**src/rtl/calc_result_display_if.sv**
```systemverilog
// rtl/calc_result_display_if.sv - calculator result / display signal bundle
interface calc_result_display_if;
   logic [15:0] result;
   logic        display_en;
   logic [19:0] bcd;
   logic        busy;
   logic [6:0]  seg;
   logic [4:0]  an;

   modport master (
      output result,
      output display_en,
      input  bcd,
      input  busy,
      input  seg,
      input  an
   );

   modport slave (
      input  result,
      input  display_en,
      output bcd,
      output busy,
      output seg,
      output an
   );
endinterface

```
**src/rtl/calc_result_display.sv**
```systemverilog
// rtl/calc_result_display.sv - binary-to-BCD converter with 5-digit 7-segment scan; optional CALC_DISP_LZB_EN blanking
module calc_result_display #(
   parameter int unsigned SCAN_DIV = 16
) (
   input  logic                  clk,
   input  logic                  clear_n,
   calc_result_display_if.slave  disp
);

   typedef enum logic [1:0] {
      IDLE  = 2'd0,
      SHIFT = 2'd1,
      DONE  = 2'd2
   } state_t;

   localparam logic [15:0] PRES_LAST = 16'(SCAN_DIV - 1);

   state_t      state_q, state_d;
   logic [15:0] last_q, last_d;
   logic [15:0] sh_q, sh_d;
   logic [19:0] acc_q, acc_d;
   logic [3:0]  cnt_q, cnt_d;
   logic        busy_q, busy_d;
   logic [19:0] bcd_q, bcd_d;
   logic [19:0] acc_adj;

   logic [15:0] pres_q;
   logic [2:0]  idx_q;
   logic [3:0]  nib;
   logic [6:0]  seg_next;
   logic [4:0]  an_next;
   logic [6:0]  seg_q;
   logic [4:0]  an_q;

   function automatic logic [6:0] seg_decode(input logic [3:0] d);
      logic [6:0] p;
      case (d)
         4'd0:    p = 7'b1000000;
         4'd1:    p = 7'b1111001;
         4'd2:    p = 7'b0100100;
         4'd3:    p = 7'b0110000;
         4'd4:    p = 7'b0011001;
         4'd5:    p = 7'b0010010;
         4'd6:    p = 7'b0000010;
         4'd7:    p = 7'b1111000;
         4'd8:    p = 7'b0000000;
         4'd9:    p = 7'b0010000;
         default: p = 7'b1111111;
      endcase
      return p;
   endfunction

   // Add-3 correction of every accumulator nibble that would overflow past 9 when doubled
   always_comb begin
      acc_adj = acc_q;
      for (int i = 0; i < 5; i++) begin
         if (acc_q[4*i +: 4] >= 4'd5) begin
            acc_adj[4*i +: 4] = acc_q[4*i +: 4] + 4'd3;
         end
      end
   end

   // Converter next-state: capture on change, 16 shift steps, then publish the result
   always_comb begin
      state_d = state_q;
      last_d  = last_q;
      sh_d    = sh_q;
      acc_d   = acc_q;
      cnt_d   = cnt_q;
      busy_d  = busy_q;
      bcd_d   = bcd_q;
      case (state_q)
         IDLE: begin
            if (disp.result != last_q) begin
               last_d  = disp.result;
               sh_d    = disp.result;
               acc_d   = '0;
               cnt_d   = '0;
               busy_d  = 1'b1;
               state_d = SHIFT;
            end
         end
         SHIFT: begin
            {acc_d, sh_d} = {acc_adj[18:0], sh_q, 1'b0};
            cnt_d = cnt_q + 4'd1;
            if (cnt_q == 4'd15) begin
               state_d = DONE;
            end
         end
         DONE: begin
            bcd_d   = acc_q;
            busy_d  = 1'b0;
            state_d = IDLE;
         end
         default: begin
            state_d = IDLE;
         end
      endcase
   end

   // Converter state and datapath registers
   always_ff @(posedge clk or negedge clear_n) begin
      if (!clear_n) begin
         state_q <= IDLE;
         last_q  <= '0;
         sh_q    <= '0;
         acc_q   <= '0;
         cnt_q   <= '0;
         busy_q  <= 1'b0;
         bcd_q   <= '0;
      end else begin
         state_q <= state_d;
         last_q  <= last_d;
         sh_q    <= sh_d;
         acc_q   <= acc_d;
         cnt_q   <= cnt_d;
         busy_q  <= busy_d;
         bcd_q   <= bcd_d;
      end
   end

   // Free-running prescaler advances the digit index once per SCAN_DIV cycles
   always_ff @(posedge clk or negedge clear_n) begin
      if (!clear_n) begin
         pres_q <= '0;
         idx_q  <= '0;
      end else if (pres_q == PRES_LAST) begin
         pres_q <= '0;
         idx_q  <= (idx_q == 3'd4) ? 3'd0 : idx_q + 3'd1;
      end else begin
         pres_q <= pres_q + 16'd1;
      end
   end

   // Select the published BCD nibble for the digit currently being scanned
   always_comb begin
      case (idx_q)
         3'd1:    nib = bcd_q[7:4];
         3'd2:    nib = bcd_q[11:8];
         3'd3:    nib = bcd_q[15:12];
         3'd4:    nib = bcd_q[19:16];
         default: nib = bcd_q[3:0];
      endcase
   end

`ifdef CALC_DISP_LZB_EN
   logic blank;

   // A digit is dark when it and every higher digit are zero; the units digit always shows
   always_comb begin
      case (idx_q)
         3'd1:    blank = (bcd_q[19:4]  == 16'd0);
         3'd2:    blank = (bcd_q[19:8]  == 12'd0);
         3'd3:    blank = (bcd_q[19:12] == 8'd0);
         3'd4:    blank = (bcd_q[19:16] == 4'd0);
         default: blank = 1'b0;
      endcase
   end

   assign seg_next = blank ? 7'b1111111 : seg_decode(nib);
`else
   assign seg_next = seg_decode(nib);
`endif

   assign an_next = disp.display_en ? ~(5'b00001 << idx_q) : 5'b11111;

   // Pattern and digit enable register together so they always switch on the same edge
   always_ff @(posedge clk or negedge clear_n) begin
      if (!clear_n) begin
         seg_q <= 7'b1000000;
         an_q  <= 5'b11110;
      end else begin
         seg_q <= seg_next;
         an_q  <= an_next;
      end
   end

   assign disp.bcd  = bcd_q;
   assign disp.busy = busy_q;
   assign disp.seg  = seg_q;
   assign disp.an   = an_q;

endmodule

```
**src/flat_wrapper.sv**
```systemverilog
// flat-port wrapper written by rule: the top's interface ports become plain ports
module calc_result_display_flat 
#(
   parameter int unsigned SCAN_DIV = 16
)
  (clk, clear_n, disp_result, disp_display_en, disp_bcd, disp_busy, disp_seg, disp_an);
  calc_result_display_if disp_i ();
  input  logic clk;
  input  logic clear_n;
  input wire logic [$bits(disp_i.result)-1:0] disp_result;
  input wire logic [$bits(disp_i.display_en)-1:0] disp_display_en;
  output wire logic [$bits(disp_i.bcd)-1:0] disp_bcd;
  output wire logic [$bits(disp_i.busy)-1:0] disp_busy;
  output wire logic [$bits(disp_i.seg)-1:0] disp_seg;
  output wire logic [$bits(disp_i.an)-1:0] disp_an;
  assign disp_i.result = disp_result;
  assign disp_i.display_en = disp_display_en;
  assign disp_bcd = disp_i.bcd;
  assign disp_busy = disp_i.busy;
  assign disp_seg = disp_i.seg;
  assign disp_an = disp_i.an;
  calc_result_display #(.SCAN_DIV(SCAN_DIV)) u_core (.clk(clk), .clear_n(clear_n), .disp(disp_i));
endmodule
```
**config.mk**
```make
export PLATFORM = sky130hd
export DESIGN_NAME = calc_result_display_flat
export DESIGN_NICKNAME = d
export VERILOG_FILES = /design/src/rtl/calc_result_display_if.sv /design/src/rtl/calc_result_display.sv /design/src/flat_wrapper.sv
export SDC_FILE = /design/constraint.sdc
export NUM_CORES = 1
export LEC_CHECK = 0
export BUFFER_PORTS_ARGS = -buffer_cell sky130_fd_sc_hd__buf_2
export CORE_ASPECT_RATIO = 1.4
export CORE_MARGIN = 1.5
export CORE_UTILIZATION = 45
export CTS_CLUSTER_SIZE = 30
export DETAILED_ROUTE_END_ITERATION = 8
export SLEW_MARGIN = 10
export SYNTH_ARGS = -nofsm -noshare
export SYNTH_HDL_FRONTEND = slang
export SYNTH_SLANG_ARGS = --single-unit
```
**constraint.sdc**
```tcl
create_clock -name clk -period 2.8 [get_ports clk]
set_clock_uncertainty 0.05 [all_clocks]
set_input_delay 0.56 -clock clk [delete_from_list [all_inputs] [get_ports clk]]
set_output_delay 0.56 -clock clk [all_outputs]
set_load 0.01 [all_outputs]
```
# After elaboration in Yosys (flattened, before gate mapping)
# Memory sizes are Yosys's and may differ from the RTL's. A register that Yosys moved wholly into a read port is not among the register bits.
# Index checks and enable logic that the tools add are counted.
# classes
addsub	8
magnitude_cmp	5
eq_ne	11
shifts	1
muxes	20
bitwise	1
n_reduce_logical	8
# ops
operator	n
one-hot mux 20 bit (2 select lines)	1
two-way mux 16 bit	2
one-hot mux 16 bit (2 select lines)	1
>= comparator 4 x 3 -> 1 bit (second input constant)	5
two-way mux 20 bit	1
two-way mux 4 bit	5
adder 16 x 1 -> 16 bit (second input constant)	1
adder 4 x 2 -> 4 bit (second input constant)	4
== test 16 x 4 -> 1 bit (second input constant)	1
!= test 16 bit	1
one-hot mux 4 bit (4 select lines)	1
one-hot mux 4 bit (2 select lines)	1
AND reduction 2 bit	4
== test 3 x 2 -> 1 bit (second input constant)	2
two-way mux 3 bit	2
two-way mux 5 bit	1
inverter 5 bit	1
<< shifter 1 x 3 -> 5 bit (first input constant)	1
adder 4 x 1 -> 4 bit (second input constant)	1
== test 4 bit (second input constant)	1
two-way mux 2 bit	2
!= test 2 x 1 -> 1 bit (second input constant)	2
one-hot mux 2 bit (2 select lines)	1
nonzero test 2 bit	2
10 further kinds	10
# word_totals
reg_bits	103
rom_bits	112
out_inout_bits	33
n_memories	1
# memory_table
name	depth	word_bits	read_ports	rd_clocked_by_memory_dff	write_ports	line	rtl
(name not given)	16	7	1	1	0	calc_result_display.sv:37	case (d)

# Longest topological paths before layout
# Gate-level depths: netlist (run 1).
# logic_depth
ltp_word	3
mapped_depth	11

# Least setup slack after synthesis (run 1)
# OpenSTA, ideal clock, no wires.
# synth_timing
path_type	register to register
from	reg u_core.idx_q[0]
to	reg u_core.seg_q[6], in the netlist u_core.disp.seg[6]
setup_ns	0.082
t_arrival_ns	2.226
required_time_ns	2.668
slack_ns	0.442
stages_incl_launch_ff	11
cell_sequence	dfrtp_1 > inv_1 > ha_1 > or3_4 > a21o_2 > mux2i_1 > inv_1 > ha_1 > inv_1 > mux2i_1 > mux2_4
# synth_between
elab_chain_cells	2
elab_cells_between_ends	5
cone_classes	4 x eq/ne; 1 x mux
# synth_rtl
item	line	rtl
from (decl)	calc_result_display.sv:28	logic [2:0] idx_q;
from (signal assigned)	calc_result_display.sv:129	idx_q <= (idx_q == 3'd4) ? 3'd0 : idx_q + 3'd1;
== test 3 bit (tied with other cells)	calc_result_display.sv:137	case (idx_q)
one-hot mux 4 bit (4 select lines) (*)	calc_result_display.sv:137	
to (decl)	calc_result_display.sv:32	logic [6:0] seg_q;
# Every way passes the cells marked *; elsewhere a longest branch is shown, timed or not.
# A chain may end at the register's enable or synchronous reset.

# Worst setup path in the final report (run 1)
# Same ends and word-level chain as after synthesis.

==> metrics.cfg, run 1 <==
[status]
status=finished, final reports clean

[power]
power_density_mw_per_mm2=993
seq_power_share_pct=43.3
power_frac_comb_pct=35.6
power_mw=5.97
ir_drop_v=0.000542
p_leak_nw=2.76
p_sw_share_pct=34.9
switchingPower_mw=2.08
internal_power_mw=3.89
p_clk_share_pct=21.0

[synth]
yosysTopAreaCell=dfrtp_1
synth.most_common_cell=dfrtp_1
yosysWarningCount=0
postSynthAreaPerCell_um2=11.6
ys.flop_type=dfrtp_1
synth_top_area_share_pct=49.9
synth_seq_area_share_pct=52.4
synthTopCellsByArea=dfrtp_1 50%, mux2_2 8.1%, ha_1 4.8%, xnor2_1 4.7%, a221o_1 2.9%
netlist_instances=453
synthesis.area_mm2=0.00527
yosysUniqueCellTypes=54
ys_async_sr_fraction_pct=100
synth_edf_count=0
syn_nets=492
yosys-top-cells-count=105 x dfrtp_1, 38 x mux2_2, 35 x nand2_1
synth_seq_cells=110

[place]
dpl-instance-area_mm2=0.00572
hpwl_um=7820
pre_cts_ws_ns=0.403
dpl.cell_count=640
gp_congestion=0.844
io_buffers=51

[worst_setup_path]
end_kind=flop
setup.worst_path.class=flop to flop
cp_top_family=multiplexers
critical_path.most_common_cell=inv_1
path_cells=inv_1 > ha_1 > or3_4 > a21o_2 > mux2i_1 > inv_1 > ha_1 > inv_1 > mux2i_1 > mux2_4
crit_arrival_ns=2.64
start_kind=flop
required_ns=3.03
worst-path-max-fanout=5
rr_worst_depth=10
slowest_delay_ns=0.42
crit_buf_inv=3
critical_path_depth=10
cpMaxStageDelayCell=dfrtp_1

[grt]
grt_pass1_vias=3697
grt_pass1_wl_um=18500
antenna_found_initial=0
grt_overflow=0
grt_usage_pct=19.3
grt_max_degree=45

[sta]
maxSlewViolCount=0
holdWs_ns=0.137
rsz0062_at_grt=false
max_freq_mhz=415
setup_viol=0
min_period_ns=2.41
hold_viol_final=0
fin_setup_tns_ns=0
slew_headroom_pct=60.4
min_period_over_period_pct=86.1
fin_ws_ns=0.389
worst_pin_slew_ns=0.593

[finish]
area_delta_synth_final_pct=14.1
drive_gt1_share_pct=26.2
fin_nets=546
design_area_mm2=0.00601
stdcell_count=656
n_antenna_cell=0
nFillCells=998
final_util_pct=53.0

[cts]
hold_buffers=0
cts-root-buf=clkbuf_16
cts_tree=built
clkSinkCount=110
h-tree-depth=3
ctsResizeCount=0
clk_pin_slew_ns=0.07
cts_made_buffers=9
postCtsSetupRepairBufs=0
clk_latency_ns=0.34
cts_buffer_depth=2

[drt]
drcViolationCount=0
vias_per_cell=5.55
drtPass1Iterations=7
routed_wl_um=11000
wl_per_cell_um=16.8
vias=3638
dr.first_iter.drc_count=141
antenna_left=0

[die]
die_x_um=94.4
initial_core_util_pct=46.4
io_pins=52
chipHeight_um=131
fp.coreArea_mm2=0.0113
design.die.area_mm2=0.0124
placement_rows=46

[run]
cap_violations=0

[min_path]
hp-class=input port to asynchronous set/reset pin

[power groups by stage]
stage	combinational [mW]	clock (mW)	sequential, mW
floorplan	1.61	0	2.49
global placement	2.07	0	2.60
detailed placement	2.15	0	2.61
CTS	2.16	1.29	2.58
global route	2.38	1.35	2.66
finish	2.13	1.25	2.59
[area by class of cell]
| class | count | area [um2] | area share, % |
|---|---|---|---|
| repair buffers | 62 | 353 | 5.87 |
| flip-flops and latches | 110 | 2760 | 45.9 |
| well taps | 144 | 180 | 3.00 |
| clock inverters | 7 | 65.1 | 1.08 |
| multi-input cells | 300 | 2340 | 38.9 |
| clock buffers | 9 | 225 | 3.75 |
| inverters | 24 | 90.1 | 1.50 |
[worst paths after layout]
| path | startpoint | endpoint | slack, ns |
|---|---|---|---|
| setup / recovery | u_core.idx_q[0]$_DFFE_PN0N_ | u_core.disp.seg[6]$_DFF_PN1_ | 0.39 |
| max in group asynchronous | clear_n | u_core.last_q[12]$_DFFE_PN0P_ | 1.91 |
| min in group clk | disp_display_en | u_core.disp.an[4]$_DFF_PN1_ | 0.32 |
| setup reg to reg | u_core.idx_q[0]$_DFFE_PN0N_ | u_core.disp.seg[6]$_DFF_PN1_ | 0.39 |
| hold / removal | clear_n | u_core.disp.seg[5]$_DFF_PN0_ | 0.14 |
| hold reg to reg | u_core.pres_q[0]$_DFF_PN0_ | u_core.pres_q[0]$_DFF_PN0_ | 0.43 |
[cell usage in the layout, fill, tap and decap left out, types with 5 or more instances in the layout]
master	count
nand3_1	6
a211o_1	5
buf_2	50
nand2b_1	6
o21ai_0	9
clkbuf_16	9
buf_4	11
nor2_1	14
a22oi_1	5
o22ai_1	12
xor2_1	11
mux2_2	38
ha_1	20
a221o_1	15
inv_1	24
nand4_1	7
dfrtp_1	105
nand2_1	35
and3_1	22
dfstp_2	5
a21oi_1	10
xnor2_1	28
[layer usage]
layer	vias to the layer above	share of wire (%)	global-route usage, %
li1	1738	-	-
met1	1826	44	24.1
met2	63	51	33.5
met3	11	3.4	3.24
met4	0	1.5	7.20
met5	-	0	0
[state kept, by name (all words and copies together), names as in the netlist]
name and flops:
u_core.disp.seg 7, u_core.disp.busy 1, u_core.last_q 16, u_core.idx_q 3, u_core.disp.bcd 20, u_core.disp.an 5
u_core.pres_q 16, u_core.state_q 2, u_core.sh_q 16, u_core.cnt_q 4, u_core.acc_q 20
[cells by family (layout without fill, tap and decap cells)]
| group | after synthesis | in the layout | synth area share [%] |
|---|---|---|---|
| DFF | 110 | 110 | 52.4 |
| buffers and inverters | 43 | 102 | 3.37 |
| adders and majority gates | 20 | 20 | 4.75 |
| AOI/OAI and AO/OA | 82 | 82 | 12.0 |
| xor gates and xnor gates | 39 | 39 | 6.49 |
| and+or+nand+nor | 117 | 117 | 12.0 |
| muxes | 42 | 42 | 9.05 |
[worst reg2reg max path, stage by stage (launching register included)]
cell and delay (ns):
dfrtp_1 0.42, inv_1 0.09, ha_1 0.25, or3_4 0.37, a21o_2 0.29, mux2i_1 0.20
inv_1 0.07, ha_1 0.19, inv_1 0.07, mux2i_1 0.08, mux2_4 0.28
Power figures use the tool's default switching activity.
==> run 2, diff against run 1 <==
--- a/config.mk
+++ b/config.mk
@@ -5,12 +5,12 @@
 export SDC_FILE = /design/constraint.sdc
 export NUM_CORES = 1
 export LEC_CHECK = 0
-export BUFFER_PORTS_ARGS = -buffer_cell sky130_fd_sc_hd__buf_2
 export CORE_ASPECT_RATIO = 1.4
 export CORE_MARGIN = 1.5
 export CORE_UTILIZATION = 45
 export CTS_CLUSTER_SIZE = 30
 export DETAILED_ROUTE_END_ITERATION = 8
+export DONT_BUFFER_PORTS = 1
 export SLEW_MARGIN = 10
 export SYNTH_ARGS = -nofsm -noshare
 export SYNTH_HDL_FRONTEND = slang
==> run 2 against run 1 <==
The flow now finishes with violations (negative hold slack). First-iteration DRC count grew 15%. Via count shrank 5.3%. Combinational power shrank 9%. Setup slack lost 0.15 ns. Largest power group unchanged. Highest routed layer unchanged.
==> metrics.cfg, run 2 (synthesis gave the netlist of run 1 again) <==
[status]
status=finished with violations
violations=negative hold slack

[worst_setup_path]
start_kind=flop
required_ns=3.03
crit_arrival_ns=2.80
worst-path-max-fanout=5
end_kind=flop
setup.worst_path.class=flop to flop

[power]
seq_power_share_pct=44.8
p_leak_nw=2.55
p_sw_share_pct=34.4
ir_drop_v=0.000497
power_frac_comb_pct=32.9
power_density_mw_per_mm2=1020
p_clk_share_pct=22.3
internal_power_mw=3.86
switchingPower_mw=2.03

[sta]
fin_setup_tns_ns=0
min_period_over_period_pct=91.6
holdWs_ns=-0.157
hold_viol_final=106
rsz0062_at_grt=false
slew_headroom_pct=60.3
maxSlewViolCount=0
setup_viol=0
max_freq_mhz=390
worst_pin_slew_ns=0.594
min_period_ns=2.56

[finish]
nFillCells=984
final_common_cell=dfrtp_1
area_delta_synth_final_pct=9.29
layout_common_cells=105 x dfrtp_1, 38 x mux2_2, 35 x nand2_1, 28 x xnor2_1, 24 x inv_1
stdcell_count=603
drive_gt1_share_pct=17.6
multiInputGateArea_mm2=0.00234
design_area_mm2=0.00575
fin_nets=493
regArea_mm2=0.00276
n_antenna_cell=0

[cts]
h-tree-depth=3
cts_tree=built
clk_pin_slew_ns=0.08
cts-root-buf=clkbuf_16
cts_buffer_depth=2
cts_made_buffers=9
clk_latency_ns=0.35
clkSinkCount=110

[die]
design.die.area_mm2=0.0124
io_pins=52
fp.coreArea_mm2=0.0113
die_x_um=94.4
chipHeight_um=131
initial_core_util_pct=46.4
placement_rows=46

[grt]
grt_pass1_vias=3575
grt_usage_pct=18.6
grt_pass1_wl_um=17700
antenna_found_initial=0
grt_overflow=0
grt_max_degree=111

[drt]
drtPass1Iterations=4
vias_per_cell=5.71
wl_per_cell_um=17.4
drcViolationCount=0
antenna_left=0
vias=3445
dr.first_iter.drc_count=162
routed_wl_um=10500

[place]
dpl.cell_count=587
io_buffers=0
dpl-instance-area_mm2=0.00545
hpwl_um=7220
gp_congestion=0.867

[run]
cap_violations=0

[min_path]
hp-class=input port to asynchronous set/reset pin

[run 2: changes by cell type in the layout (fill, tap and decap cells not counted)]
cell        before  now
buf_2           50    0
buf_4           11    8
clkbuf_8         0    1
clkinv_2         4    1
clkinv_4         0    1
clkinvlp_4       2    1
inv_6            0    2
[run 2: power by group through the flow]
| stage | registers (mW) | clock network (mW) | logic [mW] |
|---|---|---|---|
| finish | 2.63 | 1.31 | 1.94 |
| global route | 2.71 | 1.40 | 2.17 |
| CTS | 2.64 | 1.35 | 1.96 |
| detailed placement | 2.66 | 0 | 1.95 |
| global placement | 2.65 | 0 | 1.88 |
| floorplan | 2.49 | 0 | 1.61 |
[run 2: routing by layer]
metal	vias to the layer above	part of all wire (%)	GRT usage, %	wire length [um]
met2	73	50	30.9	5210
li1	1625	-	-	-
met1	1727	43	22.8	4490
met5	-	0	0	0
met4	0	2.6	9.04	278
met3	20	5.0	4.05	520
[run 2: path summary, 6_finish.rpt]
kind	from	to	slack, ns	depth (start not counted)
min reg2reg	u_core.pres_q[6]$_DFF_PN0_	u_core.pres_q[6]$_DFF_PN0_	0.44	1
min	clear_n	u_core.disp.seg[4]$_DFF_PN0_	-0.16	0
min in group clk	disp_display_en	u_core.disp.an[3]$_DFF_PN1_	0.20	1
max in group asynchronous	clear_n	u_core.disp.an[2]$_DFF_PN1_	2.66	0
max	u_core.idx_q[0]$_DFFE_PN0N_	u_core.disp.seg[6]$_DFF_PN1_	0.24	10
max reg2reg	u_core.idx_q[0]$_DFFE_PN0N_	u_core.disp.seg[6]$_DFF_PN1_	0.24	10
[run 2: repair_timing]
action	4_1_cts	5_1_grt
hold endpoints to repair	110	109
setup buffers	0	0
gates resized for setup	0	0
[run 2: layout make-up]
cell class              instances  share of cell area, %
clock inverters                 6                   1.20
flip-flops and latches        110                   47.9
clock buffers                  10                   4.15
inverters                      24                   1.57
multi-input cells             300                   40.6
repair buffers                  9                   1.39
well taps                     144                   3.13
[run 2: worst max-delay path, stage by stage, from the launching register on]
cell and delay, ns:
dfrtp_1 0.41, inv_1 0.08, ha_1 0.25, or3_4 0.36
a21o_2 0.28, mux2i_1 0.34, inv_1 0.09, ha_1 0.20
inv_1 0.07, mux2i_1 0.08, mux2_4 0.28
[run 2: metrics by stage]
step                      hold WS (ns)  power (mW)  util (%)  setup slack, ns
after global placement           0.217        4.53      48.0            0.340
after CTS                       -0.168        5.95      50.8            0.230
after global routing            -0.174        6.29      50.8           0.0566
final                           -0.157        5.88      50.8            0.235
after detailed placement         0.217        4.61      48.0            0.240
after floorplan                  0.214        4.10         -            0.442
